**src/rtl/scaler_v_sched.sv**
```systemverilog
// Vertical cubic scaler line scheduler.
// Tracks received input lines and issues one request per output line.
module scaler_v_sched #(
    parameter int LINE_STEP      = 128,
    parameter int COE_WIDTH      = 8,
    parameter int LINE_CNT_WIDTH = 12,
    parameter int STEP_WIDTH     = 16
) (
    input  logic                      clk,
    input  logic                      rst,
    input  logic [STEP_WIDTH-1:0]     scale_step,
    input  logic                      vs_i,
    input  logic                      hs_i,
    input  logic                      eof_i,
    output logic                      req_o,
    input  logic                      ack_i,
    output logic [LINE_CNT_WIDTH-1:0] line_sel_o,
    output logic [COE_WIDTH-1:0]      coe_o,
    output logic [LINE_CNT_WIDTH-1:0] out_cnt_o,
    output logic                      frame_done_o,
    output logic                      busy_o
);

    localparam int LS_W = $clog2(LINE_STEP);
    localparam int PW   = LINE_CNT_WIDTH + LS_W;
    localparam int SW   = ((PW > STEP_WIDTH) ? PW : STEP_WIDTH) + 1;
    localparam int CW   = LINE_CNT_WIDTH + 2;

    typedef enum logic [1:0] {
        IDLE  = 2'd0,
        WAIT  = 2'd1,
        ISSUE = 2'd2
    } state_t;

    state_t                    state_q, state_d;
    logic [PW-1:0]             pos_q, pos_d;
    logic [LINE_CNT_WIDTH-1:0] rcvd_q, rcvd_d;
    logic [LINE_CNT_WIDTH-1:0] out_cnt_q, out_cnt_d;
    logic                      eof_q, eof_d;
    logic                      ovf_q, ovf_d;
    logic [STEP_WIDTH-1:0]     step_q, step_d;
    logic                      done_q, done_d;

    logic [LINE_CNT_WIDTH-1:0] base;
    logic [CW-1:0]             base_x;
    logic [CW-1:0]             rcvd_x;
    logic                      have_taps;
    logic                      can_flush;
    logic [SW-1:0]             sum;
    logic                      sum_ovf;

    assign base      = pos_q[PW-1:LS_W];
    assign base_x    = CW'(base);
    assign rcvd_x    = CW'(rcvd_q);
    assign have_taps = (base_x + CW'(3)) <= rcvd_x;
    assign can_flush = eof_q && (base_x < rcvd_x);
    assign sum       = SW'(pos_q) + SW'(step_q);
    assign sum_ovf   = |sum[SW-1:PW];

    assign req_o        = (state_q == ISSUE);
    assign busy_o       = (state_q != IDLE);
    assign line_sel_o   = base;
    assign coe_o        = COE_WIDTH'(pos_q[LS_W-1:0]) << (COE_WIDTH - LS_W);
    assign out_cnt_o    = out_cnt_q;
    assign frame_done_o = done_q;

    // Next-state: line counting, eof capture, handshake, vs restart
    always_comb begin
        state_d   = state_q;
        pos_d     = pos_q;
        rcvd_d    = rcvd_q;
        out_cnt_d = out_cnt_q;
        eof_d     = eof_q;
        ovf_d     = ovf_q;
        step_d    = step_q;
        done_d    = 1'b0;

        if (state_q != IDLE) begin
            if (hs_i && !(&rcvd_q)) begin
                rcvd_d = rcvd_q + 1'b1;
            end
            if (eof_i) begin
                eof_d = 1'b1;
            end
        end

        unique case (state_q)
            IDLE: begin
                state_d = IDLE;
            end
            WAIT: begin
                if (ovf_q) begin
                    state_d = IDLE;
                    done_d  = 1'b1;
                end else if (have_taps || can_flush) begin
                    state_d = ISSUE;
                end else if (eof_q) begin
                    state_d = IDLE;
                    done_d  = 1'b1;
                end
            end
            ISSUE: begin
                if (ack_i) begin
                    if (sum_ovf) begin
                        ovf_d = 1'b1;
                    end else begin
                        pos_d = sum[PW-1:0];
                    end
                    out_cnt_d = out_cnt_q + 1'b1;
                    state_d   = WAIT;
                end
            end
            default: begin
                state_d = IDLE;
            end
        endcase

        if (vs_i) begin
            state_d   = WAIT;
            pos_d     = '0;
            rcvd_d    = '0;
            out_cnt_d = '0;
            eof_d     = 1'b0;
            ovf_d     = 1'b0;
            done_d    = 1'b0;
            if (scale_step == '0) begin
                step_d = STEP_WIDTH'(LINE_STEP);
            end else begin
                step_d = scale_step;
            end
        end
    end

    // State and datapath registers, asynchronously cleared
    always_ff @(posedge clk or posedge rst) begin
        if (rst) begin
            state_q   <= IDLE;
            pos_q     <= '0;
            rcvd_q    <= '0;
            out_cnt_q <= '0;
            eof_q     <= 1'b0;
            ovf_q     <= 1'b0;
            step_q    <= STEP_WIDTH'(LINE_STEP);
            done_q    <= 1'b0;
        end else begin
            state_q   <= state_d;
            pos_q     <= pos_d;
            rcvd_q    <= rcvd_d;
            out_cnt_q <= out_cnt_d;
            eof_q     <= eof_d;
            ovf_q     <= ovf_d;
            step_q    <= step_d;
            done_q    <= done_d;
        end
    end

endmodule

```
**config.mk**
```make
export PLATFORM = sky130hd
export DESIGN_NAME = scaler_v_sched
export DESIGN_NICKNAME = d
export VERILOG_FILES = /design/src/rtl/scaler_v_sched.sv
export SDC_FILE = /design/constraint.sdc
export NUM_CORES = 1
export LEC_CHECK = 0
export CORE_UTILIZATION = 39
export CTS_CLUSTER_DIAMETER = 80
export DETAILED_ROUTE_END_ITERATION = 8
export GPL_TIMING_DRIVEN = 0
export SLEW_MARGIN = 5
export SYNTH_ARGS = -nofsm -noshare
export SYNTH_HDL_FRONTEND = slang
export SYNTH_SLANG_ARGS = --single-unit
```
**constraint.sdc**
```tcl
create_clock -name clk -period 6.8 [get_ports clk]
set_input_delay 0.68 -clock clk [delete_from_list [all_inputs] [get_ports clk]]
set_output_delay 0.68 -clock clk [all_outputs]
set_load 0.02 [all_outputs]
```
# Yosys cells after proc, flatten, opt, wreduce, memory -nomap -nowiden
# Index checks and enable logic that the tools add are counted.
[word_totals] reg_bits=64 input_bits=22
[op_classes] add_sub_neg=4 n_lt_le_gt_ge=2 n_eq_ne=5 muxes=29 n_reduce_logical=19
[ops] cell="$mux 19" n=4
[ops] cell="$mux 12" n=6
[ops] cell="$add 12x1->12 const B" n=2
[ops] cell="$add 19x16->20" n=1
[ops] cell="$logic_not 16->1" n=1
[ops] cell="$mux 16" n=1
[ops] cell="$reduce_bool 2->1" n=7
[ops] cell="$add 12x2->13 const B" n=1
[ops] cell="$le 13x12->1" n=1
[ops] cell="$lt 12x12->1" n=1
[ops] cell="$mux 1" n=12
[ops] cell="$reduce_and 12->1" n=1
[ops] cell="$mux 2" n=5
[ops] cell="$reduce_and 2->1" n=4
[ops] cell="$reduce_and 3->1" n=2
[ops] cell="$ne 5x5->1 const B" n=1
[ops] cell="$pmux 2 s2" n=1
[ops] cell="$ne 3x2->1 const B" n=1
[ops] cell="$eq 2x1->1 const B" n=1
[ops] cell="$eq 2x2->1 const B" n=1
[ops] cell="$logic_and 1x1->1" n=2
[ops] cell="$ne 2x2->1 const B" n=1
[ops] cell="$logic_not 1->1" n=1
[ops] cell="$logic_or 1x1->1" n=1

# Depth between registers and ports, before layout
# Gate-level depths: netlist (run 1).
[depth] word_depth=7 depth_mapped=14 ltp_nobuf=14

# Worst setup path before layout (run 1)
# No wires, ideal clock.
[synth_path] path_type="register -> register" start="reg pos_q[9]" end="reg done_q, in the netlist frame_done_o" t_arrival_ps=2697 setup_slack_ps=4026 path_stages_with_launch=13 n_path_buf=0 cell_sequence="dfrtp_1 > and3_1 > o21ai_0 > or3_1 > nor2_1 > xnor2_1 > ha_1 > nand3_1 > a211o_1 > a31oi_1 > a21oi_1 > a211o_1 > a21oi_1"
[synth_between] elab_chain_len=7 elab_cells_between_ends=9
[synth_lines] element="start, declared" line_no="36" rtl="logic [PW-1:0] pos_q, pos_d;"
[synth_lines] element="start signal, assigned" line_no="147" rtl="pos_q <= pos_d;"
[synth_lines] element="$add 12x2->13 / $lt 12x12->1 (equally long branches)" line_no="55, 56"
[synth_lines] element="$le 13x12->1 / $logic_and 1x1->1 (equally long branches)" line_no="55, 56"
[synth_lines] element="$logic_or 1x1->1 (*)" line_no="95" rtl="end else if (have_taps || can_flush) begin"
[synth_lines] element="$mux 1 (*)" line_no="95"
[synth_lines] element="$mux 1 (*)" line_no="92" rtl="if (ovf_q) begin"
[synth_lines] element="$mux 1 (*)" line_no="87" rtl="unique case (state_q)"
[synth_lines] element="$mux 1 (*)" line_no="118" rtl="if (vs_i) begin"
[synth_lines] element="net done_d" line_no="42" rtl="logic done_q, done_d;"
[synth_lines] element="end signal, assigned" line_no="153" rtl="done_q <= done_d;"
[synth_lines] element="end, declared" line_no="42"
# Mark *: on every way through the listed nets, which the timed path passes. The rest lies on a longest branch.
# A chain may end at the register's enable or synchronous reset.

# Worst setup path after layout (run 1)
[layout_path] start="reg pos_q[7]" end="reg state_q[0]"
[layout_between] elab_chain_len=7 elab_cells_between_ends=11
[layout_lines] element="$add 12x2->13 / $lt 12x12->1 (equally long branches)" line_no="55, 56"
[layout_lines] element="$le 13x12->1 / $logic_and 1x1->1 (equally long branches)" line_no="55, 56"
[layout_lines] element="$logic_or 1x1->1 (*)" line_no="95"
[layout_lines] element="$mux 2" line_no="95"
[layout_lines] element="$mux 2" line_no="92"
[layout_lines] element="$pmux 2 s2" line_no="87"
[layout_lines] element="$mux 2" line_no="118"
[layout_lines] element="end signal, assigned" line_no="146" rtl="state_q <= state_d;"
[layout_lines] element="end, declared" line_no="35" rtl="state_t state_q, state_d;"
# Mark *: on every way between the ends. The rest lies on a longest branch, timed or not.

==> metrics.md, run 1 <==
| Metric | Value |
|---|---|
| Status | completed |
| Hold_buf cts | 0 |
| Non-filler cells, final | 671 |
| Clock transition at the registers of the reported paths | roughly 0.07 ns |
| Clock Latency Late Sink | 0.35 ns |
| Inserted Diodes | 0 |
| Seq/Total Area, Yosys | 36.7% |
| Clock Tree Buf Depth | 2 |
| Core Footprint | 10900 um2 |
| Largest fanout on the critical path | 7 |
| First-pass GRT wire length | 16800 um |
| I/O pins | 57 |
| Clock Sinks | 64 |
| FF+latch count, synth | 64 |
| Leak Pwr | 2.30 nW |
| Initial DRC Count | 143 |
| Dpl cells | 656 |
| Most frequent cells in the layout | 63 x dfrtp_1, 55 x nor2_1, 55 x clkdlybuf4s50_1 |
| Period utilisation layout | ~46% |
| Largest net degree at the start of global routing | 65 |
| Port-buffer cells | 55 |
| Clock skew | roughly 0.0035 ns |
| Setup Viol. Count Final | 0 |
| Chip height | between 100 and 150 um |
| Die width | 108 um |
| Final critical-path required period | 3.12 ns |
| # DRC | 0 |
| Post-CTS Setup Bufs | 0 |
| Avg Cell Area, Syn | between 9 and 10 um2 |
| Post-synth design cell area | approximately 4400 um2 |
| Worst-case vdd ir drop | between 200 and 250 uV |
| Vias post-DR | roughly 3600 |
| Async SR Flop Fraction | between 90% and 100% |
| Number of max-cap violations | 0 |
| Yosys cell types | 62 |
| Clock root buffer | clkbuf_8 |
| TritonCTS clock tree | done |
| Worst rel slew slack | roughly 47% |
| Worst min path class | flop to flop |
| Cell Pwr Density | 239 nW/um2 |
| Synth Instances | 461 |
| Gpl congestion | 0.795 |
| GRT Total Usage | a little under a fifth |
| Total CTS buffers | 9 |
| Final WL | about 10000 um |
| Worst EP required | 7.04 ns |
| DR WL/cell | about 15 um |
| Nets@finish | 596 |
| RSZ-0062 raised after global routing | no |
| Dpl ws | 3.70 ns |
| Final Hold Vio Count | 0 |
| Slew Viols, Final | 0 |
| Crit Path Class | flop to flop |
| DP HPWL | approximately 7900 um |
| Most common cell after layout, fill and taps aside | dfrtp_1 |
| Vias/cell | about 5.3 |
| CP Capture Type | flop |
| Post-CTS resize count | 0 |
| Synthesis-to-finish area growth | 21.0% |
| Dominant synthesized flop cell | dfrtp_1 |
| Gr ovfl total | 0 |
| H-tree levels | 3 |
| Row count | 38 |
| Setup ws final | around 3.7 ns |
| Antenna violations before repair | 0 |
| WP data arrival | around 3.4 ns |
| CP Launch Type | flop |
| Syn nets | 530 |
| Layout cells sized above 1 | under 10% |
| Antenna Violating Nets Remaining | 0 |
| Slew @ Worst Pin | 0.788 ns |
| Post-synth EDFFs | 0 |
| Die area | about 12000 um2 |
| TritonRoute pass-1 iters | 4 |
| Power consumption | 1.26 mW |
| Setup TNS | 0 ns |
| Vias in the first global route | 3491 |
| Initial Util | about 40% |
| Synth Warn # | 0 |
| Max Fclk | 320 MHz |
-- layer usage --
metal | wire length [um] | global-route usage [%] | vias to the layer above
met3 | 387 | 5.57 | 9
li1 | - | - | 1772
met5 | 0 | 0 | -
met1 | 4870 | 24.1 | 1700
met2 | 4880 | 31.2 | 73
met4 | 99 | 3.62 | 0
-- state kept, by name, indices dropped and copies added (netlist names) --
signal	flops
frame_done_o	1
rcvd_q	12
step_q	16
out_cnt_o	12
state_q	2
eof_q	1
pos_q	19
ovf_q	1
-- cell families after synthesis --
group / after synthesis / synth area share, %
AOI/OAI and AO/OA: 101 / 15.3
xor gates and xnor gates: 40 / 8.02
adders and majority gates: 47 / 13.6
buffers and inverters: 37 / 3.46
DFF: 64 / 36.7
muxes: 26 / 6.44
other: 1 / 0.0858
and+or+nand+nor: 145 / 16.4
-- cell type report --
cell class / count / area [um2]
Tap cell: 140 / 175
Buffer: 13 / 61.3
Clock inverter: 3 / 42.5
Multi-Input combinational cell: 360 / 2620
Fill cell: 1029 / 5600
Clock buffer: 12 / 145
Timing Repair Buffer: 55 / 551
Inverter: 24 / 92.6
Sequential cell: 64 / 1600
-- worst max-delay path: stages, from the launching register on --
cell,delay [ns]
dfrtp_1,0.52
inv_1,0.11
ha_1,0.26
nand3b_1,0.24
nor2_1,0.19
nand2_1,0.08
xnor2_1,0.15
ha_1,0.30
nand3_1,0.13
nor2_1,0.12
and4b_1,0.19
a31oi_1,0.05
a21oi_1,0.29
o21ai_0,0.21
o2bb2ai_1,0.16
-- final timing paths --
path / startpoint / cells after the start / to / slack (ns)
worst min register to register: step_q[7]$_DFFE_PP1P_ / 2 / step_q[7]$_DFFE_PP1P_ / 0.50
worst max register to register: pos_q[7]$_DFFE_PP0P_ / 14 / state_q[0]$_DFFE_PP0P_ / 3.68
worst min-delay path: step_q[7]$_DFFE_PP1P_ / 2 / step_q[7]$_DFFE_PP1P_ / 0.50
worst max-delay path: pos_q[7]$_DFFE_PP0P_ / 14 / state_q[0]$_DFFE_PP0P_ / 3.68
max in group asynchronous: rst / 2 / rcvd_q[6]$_DFFE_PP0P_ / 5.44
min in group asynchronous: rst / 2 / out_cnt_o[0]$_DFFE_PP0P_ / 0.85
-- through the flow --
| step | instance area [um2] | utilization [%] | hold WS [ns] |
|---|---|---|---|
| final | 5290 | 48.5 | 0.499 |
| after detailed placement | 5100 | 46.8 | 0.485 |
| after global routing | 5290 | 48.5 | 0.534 |
| after global placement | 5090 | 46.8 | 0.483 |
| after floorplan | 4370 | - | 0.462 |
| after CTS | 5290 | 48.5 | 0.499 |
-- synth_stat cells (3+ instances only) --
cell,count,share of area [%]
nand4_1,5,0.72
xor2_1,12,2.4
and3_1,9,1.3
nor4_1,3,0.43
o21ai_0,21,2.4
or3_1,5,0.72
ha_1,46,13
xnor2_1,28,5.6
nand3b_1,3,0.52
a21o_1,5,0.86
nand3_1,14,1.6
and2_1,3,0.43
a21oi_1,32,3.7
buf_1,3,0.26
clkbuf_1,6,0.52
dfrtp_1,63,36
inv_1,24,2.1
nor2b_1,3,0.43
nor2_1,55,4.7
o211ai_1,7,1.2
nand2b_1,3,0.43
mux2_2,15,3.9
mux2i_1,9,2.1
nand2_1,29,2.5
o21a_1,3,0.52
buf_4,3,0.52
a211oi_1,3,0.52
a31oi_1,3,0.43
-- power by group --
group	internal, mW	switching, mW	leakage, nW
Clock	0.177	0.147	0.0925
Combinational	0.220	0.252	1.36
Sequential	0.415	0.0506	0.843
Note: power is estimated with default switching activity, not from simulation.
==> run 2: changes to the inputs <==
==> constraint.sdc (replaced) <==
create_clock -name clk -period 2.67 [get_ports clk]
set_input_delay 0.267 -clock clk [delete_from_list [all_inputs] [get_ports clk]]
set_output_delay 0.267 -clock clk [all_outputs]
set_load 0.02 [all_outputs]
==> run 2 against run 1 <==
Compared with the run above: combinational power increased to 3.0 times the previous value; clock power grew 140%; die area unchanged; first-iteration DRC count rose by 2.8%; maximum frequency is 18% higher; largest power group unchanged; critical endpoint is now pos_q[18]$_DFFE_PP0P_; setup slack got worse by 3.7 ns; wire length rose by 3.5%; critical path depth is 4 lower; register-to-register slack got worse by 3.7 ns; power grew to 2.7 times the previous value; sequential share of layout area shrank 1.3 points; final cell count rose by 2.2%.
==> metrics.md, run 2 (same netlist as run 1, synthesis figures left out) <==
| Metric | Value |
|---|---|
| Vias/cell | 5.31 |
| TritonCTS clock tree | done |
| Reg2reg start | pos_q[10]$_DFFE_PP0P_ |
| Crit Path Class | flop to flop |
| Nets@finish | 610 |
| Clock Sinks | 64 |
| Layout fillers | 1025 |
| Final WL | approximately 11000 um |
| Most common cell after layout, fill and taps aside | clkdlybuf4s50_1 |
| Status | completed |
| Worst min path class | input port to asynchronous set/reset pin |
| H-tree levels | 3 |
| Final critical-path required period | 2.65 ns |
| Clock Latency Late Sink | about 0.35 ns |
| Antenna Violating Nets Remaining | 0 |
| Core Footprint | 10900 um2 |
| Gr ovfl total | 0 |
| Slew @ Worst Pin | 0.844 ns |
| GRT Total Usage | between 10% and 20% |
| Synthesis-to-finish area growth | 27.6% |
| TritonRoute pass-1 iters | 4 |
| Number of max-cap violations | 0 |
| Leak Pwr | 2.37 nW |
| Setup Viol. Count Final | 0 |
| Setup TNS | 0 ns |
| Flop2flop setup slack | about 0.023 ns |
| Slew Viols, Final | 0 |
| CP Capture Type | flop |
| Row count | 38 |
| DR WL/cell | 15.4 um |
| Clock root buffer | clkbuf_8 |
| Vias post-DR | 3640 |
| Clock transition at the registers of the reported paths | 0.08 ns |
| Clock Tree Buf Depth | 2 |
| Antenna violations before repair | 0 |
| Final Hold Vio Count | 0 |
| Initial DRC Count | 147 |
| Port-buffer cells | 55 |
| Largest registers | pos_q x19, step_q x16 |
| Initial Util | 40.1% |
| Die width | 108 um |
| I/O pins | 57 |
| DP HPWL | slightly below 8000 um |
| Most flops, register | pos_q |
| R2R cell count | 10 |
| Chip height | about 110 um |
| Clock skew | around 0.010 ns |
| Worst rel slew slack | 42.2% |
| Hold slack | 0.435 ns |
| Worst EP required | between 2 and 3 ns |
| Worst setup path startpoint | pos_q[10]$_DFFE_PP0P_ |
| CP Launch Type | flop |
| # DRC | 0 |
| Total CTS buffers | 9 |
| Die area | 11600 um2 |
| Max Fclk | 378 MHz |
| Most frequent cells in the layout | 55 x clkdlybuf4s50_1, 53 x dfrtp_1, 52 x nor2_1 |
| RSZ-0062 raised after global routing | yes |
| Layout cells sized above 1 | between 10% and 20% |
| WP data arrival | approximately 2.9 ns |
| Hold_buf cts | 0 |
| Gpl congestion | approximately 0.80 |
| Largest net degree at the start of global routing | 65 |
| First-pass GRT wire length | about 18000 um |
| Final Util | approximately half |
| R2R Path End | pos_q[18]$_DFFE_PP0P_ |
| Worst-case vdd ir drop | 299 uV |
| Period utilisation layout | 99.1% |
| Max FFs per register | 19 |
| Inserted Diodes | 0 |
| Vias in the first global route | 3608 |
| Largest fanout on the critical path | 7 |
| Cell Pwr Density | 600 nW/um2 |
[run 2: worst max-delay path by stage]
stage	to	slack [ns]	depth (start not counted)
floorplan	frame_done_o$_DFF_PP0_	0.001	13
global placement	pos_q[11]$_DFFE_PP0P_	-0.56	2
detailed placement	frame_done_o$_DFF_PP0_	-0.32	13
CTS	frame_done_o$_DFF_PP0_	0.004	12
global route	frame_done_o$_DFF_PP0_	-0.15	13
finish	pos_q[18]$_DFFE_PP0P_	0.02	10
[run 2: routing by layer]
metal | part of all wire (%) | up-vias | GRT usage, %
met4 | 1.3 | 0 | 6.07
met2 | 48 | 89 | 32.7
met5 | 0 | - | 0
li1 | - | 1798 | -
met3 | 4.6 | 10 | 4.24
met1 | 46 | 1743 | 25.2
[run 2: cell type report]
| type | count | area, um2 | share of cell area, % |
|---|---|---|---|
| Buffer | 13 | 61.3 | 1.10 |
| Clock buffer | 10 | 138 | 2.47 |
| Clock inverter | 6 | 43.8 | 0.786 |
| Inverter | 24 | 92.6 | 1.66 |
| Multi-Input combinational cell | 360 | 2790 | 50.0 |
| Sequential cell | 64 | 1620 | 29.0 |
| Tap cell | 140 | 175 | 3.14 |
| Timing Repair Buffer | 69 | 663 | 11.9 |
[run 2: report_power, final]
part | switching, mW | internal [mW] | total, mW | leakage (nW)
clock network | 0.413 | 0.363 | 0.776 | 0.0809
registers | 0.109 | 1.06 | 1.17 | 0.829
logic | 0.741 | 0.660 | 1.40 | 1.46
total | 1.26 | 2.08 | 3.35 | 2.37
[run 2: critical path, stage by stage (launching register included)]
cell and delay (ns):
dfrtp_2 0.40, buf_4 0.17, ha_1 0.28, clkbuf_1 0.36
nand2_1 0.12, o21ai_2 0.33, nor2_8 0.08, o21ba_1 0.19
buf_4 0.15, nor3b_2 0.15, mux2_1 0.31
[run 2: per-stage QoR]
stage	power, mW	cell area [um2]	setup slack [ns]	std cells
floorplan	2.03	4380	0.00129	461
global placement	2.37	5100	-0.564	656
detailed placement	2.41	5100	-0.318	656
CTS	3.28	5430	0.00350	682
global route	3.59	5570	-0.152	686
finish	3.35	5570	0.0231	686
[run 2: what timing repair did]
item / in CTS / in global routing
resized for setup: 19 / 20
pin swaps: 9 / 11
setup buffers: 10 / 4
endpoints found under the setup margin: 7 / 16
==> patch: new RTL, flow settings as in run 2 <==
Change the parameter `LINE_STEP` from 128 to 512.
--- a/src/rtl/scaler_v_sched.sv
+++ b/src/rtl/scaler_v_sched.sv
@@ -3,3 +3,3 @@
 module scaler_v_sched #(
-    parameter int LINE_STEP      = 128,
+    parameter int LINE_STEP      = 512,
     parameter int COE_WIDTH      = 8,
Behaviour: not the same (a bounded check fails within 10 cycles, from zero or initial values and one cycle with rst high).
==> patch against run 2 <==
- the flow now finishes with violations (DRC, setup timing)
- utilization is 0.18 points higher
- count of clock-buffer cells in the layout increased by 3
- sequential cell count grew 2
- cell area grew 7.0%
- sequential share of layout area is 1.2 points lower
- setup slack worse by 91 ps
- clock skew is 6.4 ps lower
- wire length rose by 8.4%
- worst hold slack improved by 23 ps
- area after synthesis is 8.1% higher
- cell count is 7.7% higher
- critical path depth increased by 4
- critical endpoint is now state_q[0]
- largest cell class unchanged
Power is not compared: it rests on default switching activity, and its combinational part moved more than twofold at a synthesized area within 25%.
==> patch: results <==
metrics = {
    "place": {
        "place_congestion": 0.862,
        "preCtsSetupSlack_ps": -467,
        "hpwl_mm": 8.46,
        "dp_cells": 707,
        "port_buffers": 48,
    },
    "timing": {
        "worstMarginPinSlew_ps": 832,
        "worst_slack_ps": -67.6,
        "skew_ps": 4.01,
        "tns_ps": -99.8,
        "setup_viol": 2,
    },
    "synthesis": {
        "ys_top_cells_by_count": "65 x dfrtp_1, 58 x nor2_1, 46 x ha_1",
        "syn_inst": 509,
        "avgSynthCellArea_sq_um": 9.28,
        "synth_seq_area_share_pct": 35.0,
        "netlist-cell-type-count": 57,
    },
    "status": {
        "status": "complete, but fails checks",
        "violations": "DRC, setup timing",
    },
    "routing": {
        "drc": 3,
        "wl_mm": 11.5,
        "drt_iter0_markers": 129,
        "firstDrtPassIters": 6,
        "vias": 3985,
    },
    "cts": {
        "clk_pin_slew_ps": 50,
        "root_buffer": "clkbuf_16",
        "cts_post_setup_buffers_inserted": 8,
    },
    "setup_path": {
        "rr_endpoint": "state_q[0]",
        "crit_slowest_cell": "a2111oi_4",
        "cp.arrival_ps": 2960,
        "cp_slowest_stage_delay_ps": 420,
        "path_delay_family": "compound AO/OA/AOI/OAI gates",
        "r2r_cells": 14,
    },
    "grt": {
        "grt_max_degree": 67,
        "grt_pass1_wl_mm": 19.3,
        "grt_pass1_vias": 3934,
        "grtUsageTotal_pct": 19.5,
    },
    "final_layout": {
        "seq_cell_count": 66,
        "drive_gt1_share_pct": 18.5,
        "multi_input_cells": 390,
        "fin_util_pct": 51.4,
        "area_share_nonclk_buffers_pct": 14.3,
        "n_fill_cell": 1105,
        "clkbuf_count": 13,
        "non_clock_inverter_count": 23,
        "multiInputGateArea_sq_um": 2900,
        "nNonClkBuffers": 101,
        "clkCellAreaFrac_pct": 4.70,
        "regArea_sq_um": 1660,
    },
}
patch: changes by cell type in the layout (fill, tap and decap cells not counted), moves of 9 or more:
cell and change:
buf_4 +28, nand4_1 +11, clkbuf_8 -10, nor3_1 +10
a22o_1 +9, clkbuf_16 +9, xor2_1 +9
patch: power by group through the flow:
stage / registers [uW] / clock network, uW / logic, uW
after floorplan: 1320 / 0 / 1910
after global placement: 1390 / 0 / 2430
after detailed placement: 1390 / 0 / 2480
after CTS: 1360 / 1170 / 2660
after global routing: 1370 / 1220 / 3180
final: 1350 / 1150 / 2870
patch: per-layer routing:
layer | part of all wire (%) | GRT usage (%)
met1 | 46 | 25.0
met2 | 48 | 32.7
met3 | 4.2 | 4.86
met4 | 1.4 | 5.60
met5 | 0 | 0
patch: cells by family after synthesis:
| logic type | synth area share, % |
|---|---|
| simple gates | 16.3 |
| compound gates | 16.5 |
| flops | 35.0 |
| buf+inv | 6.62 |
| fa+ha+maj | 12.6 |
| xor+xnor | 7.79 |
| mux | 5.06 |
| other cells | 0.0794 |
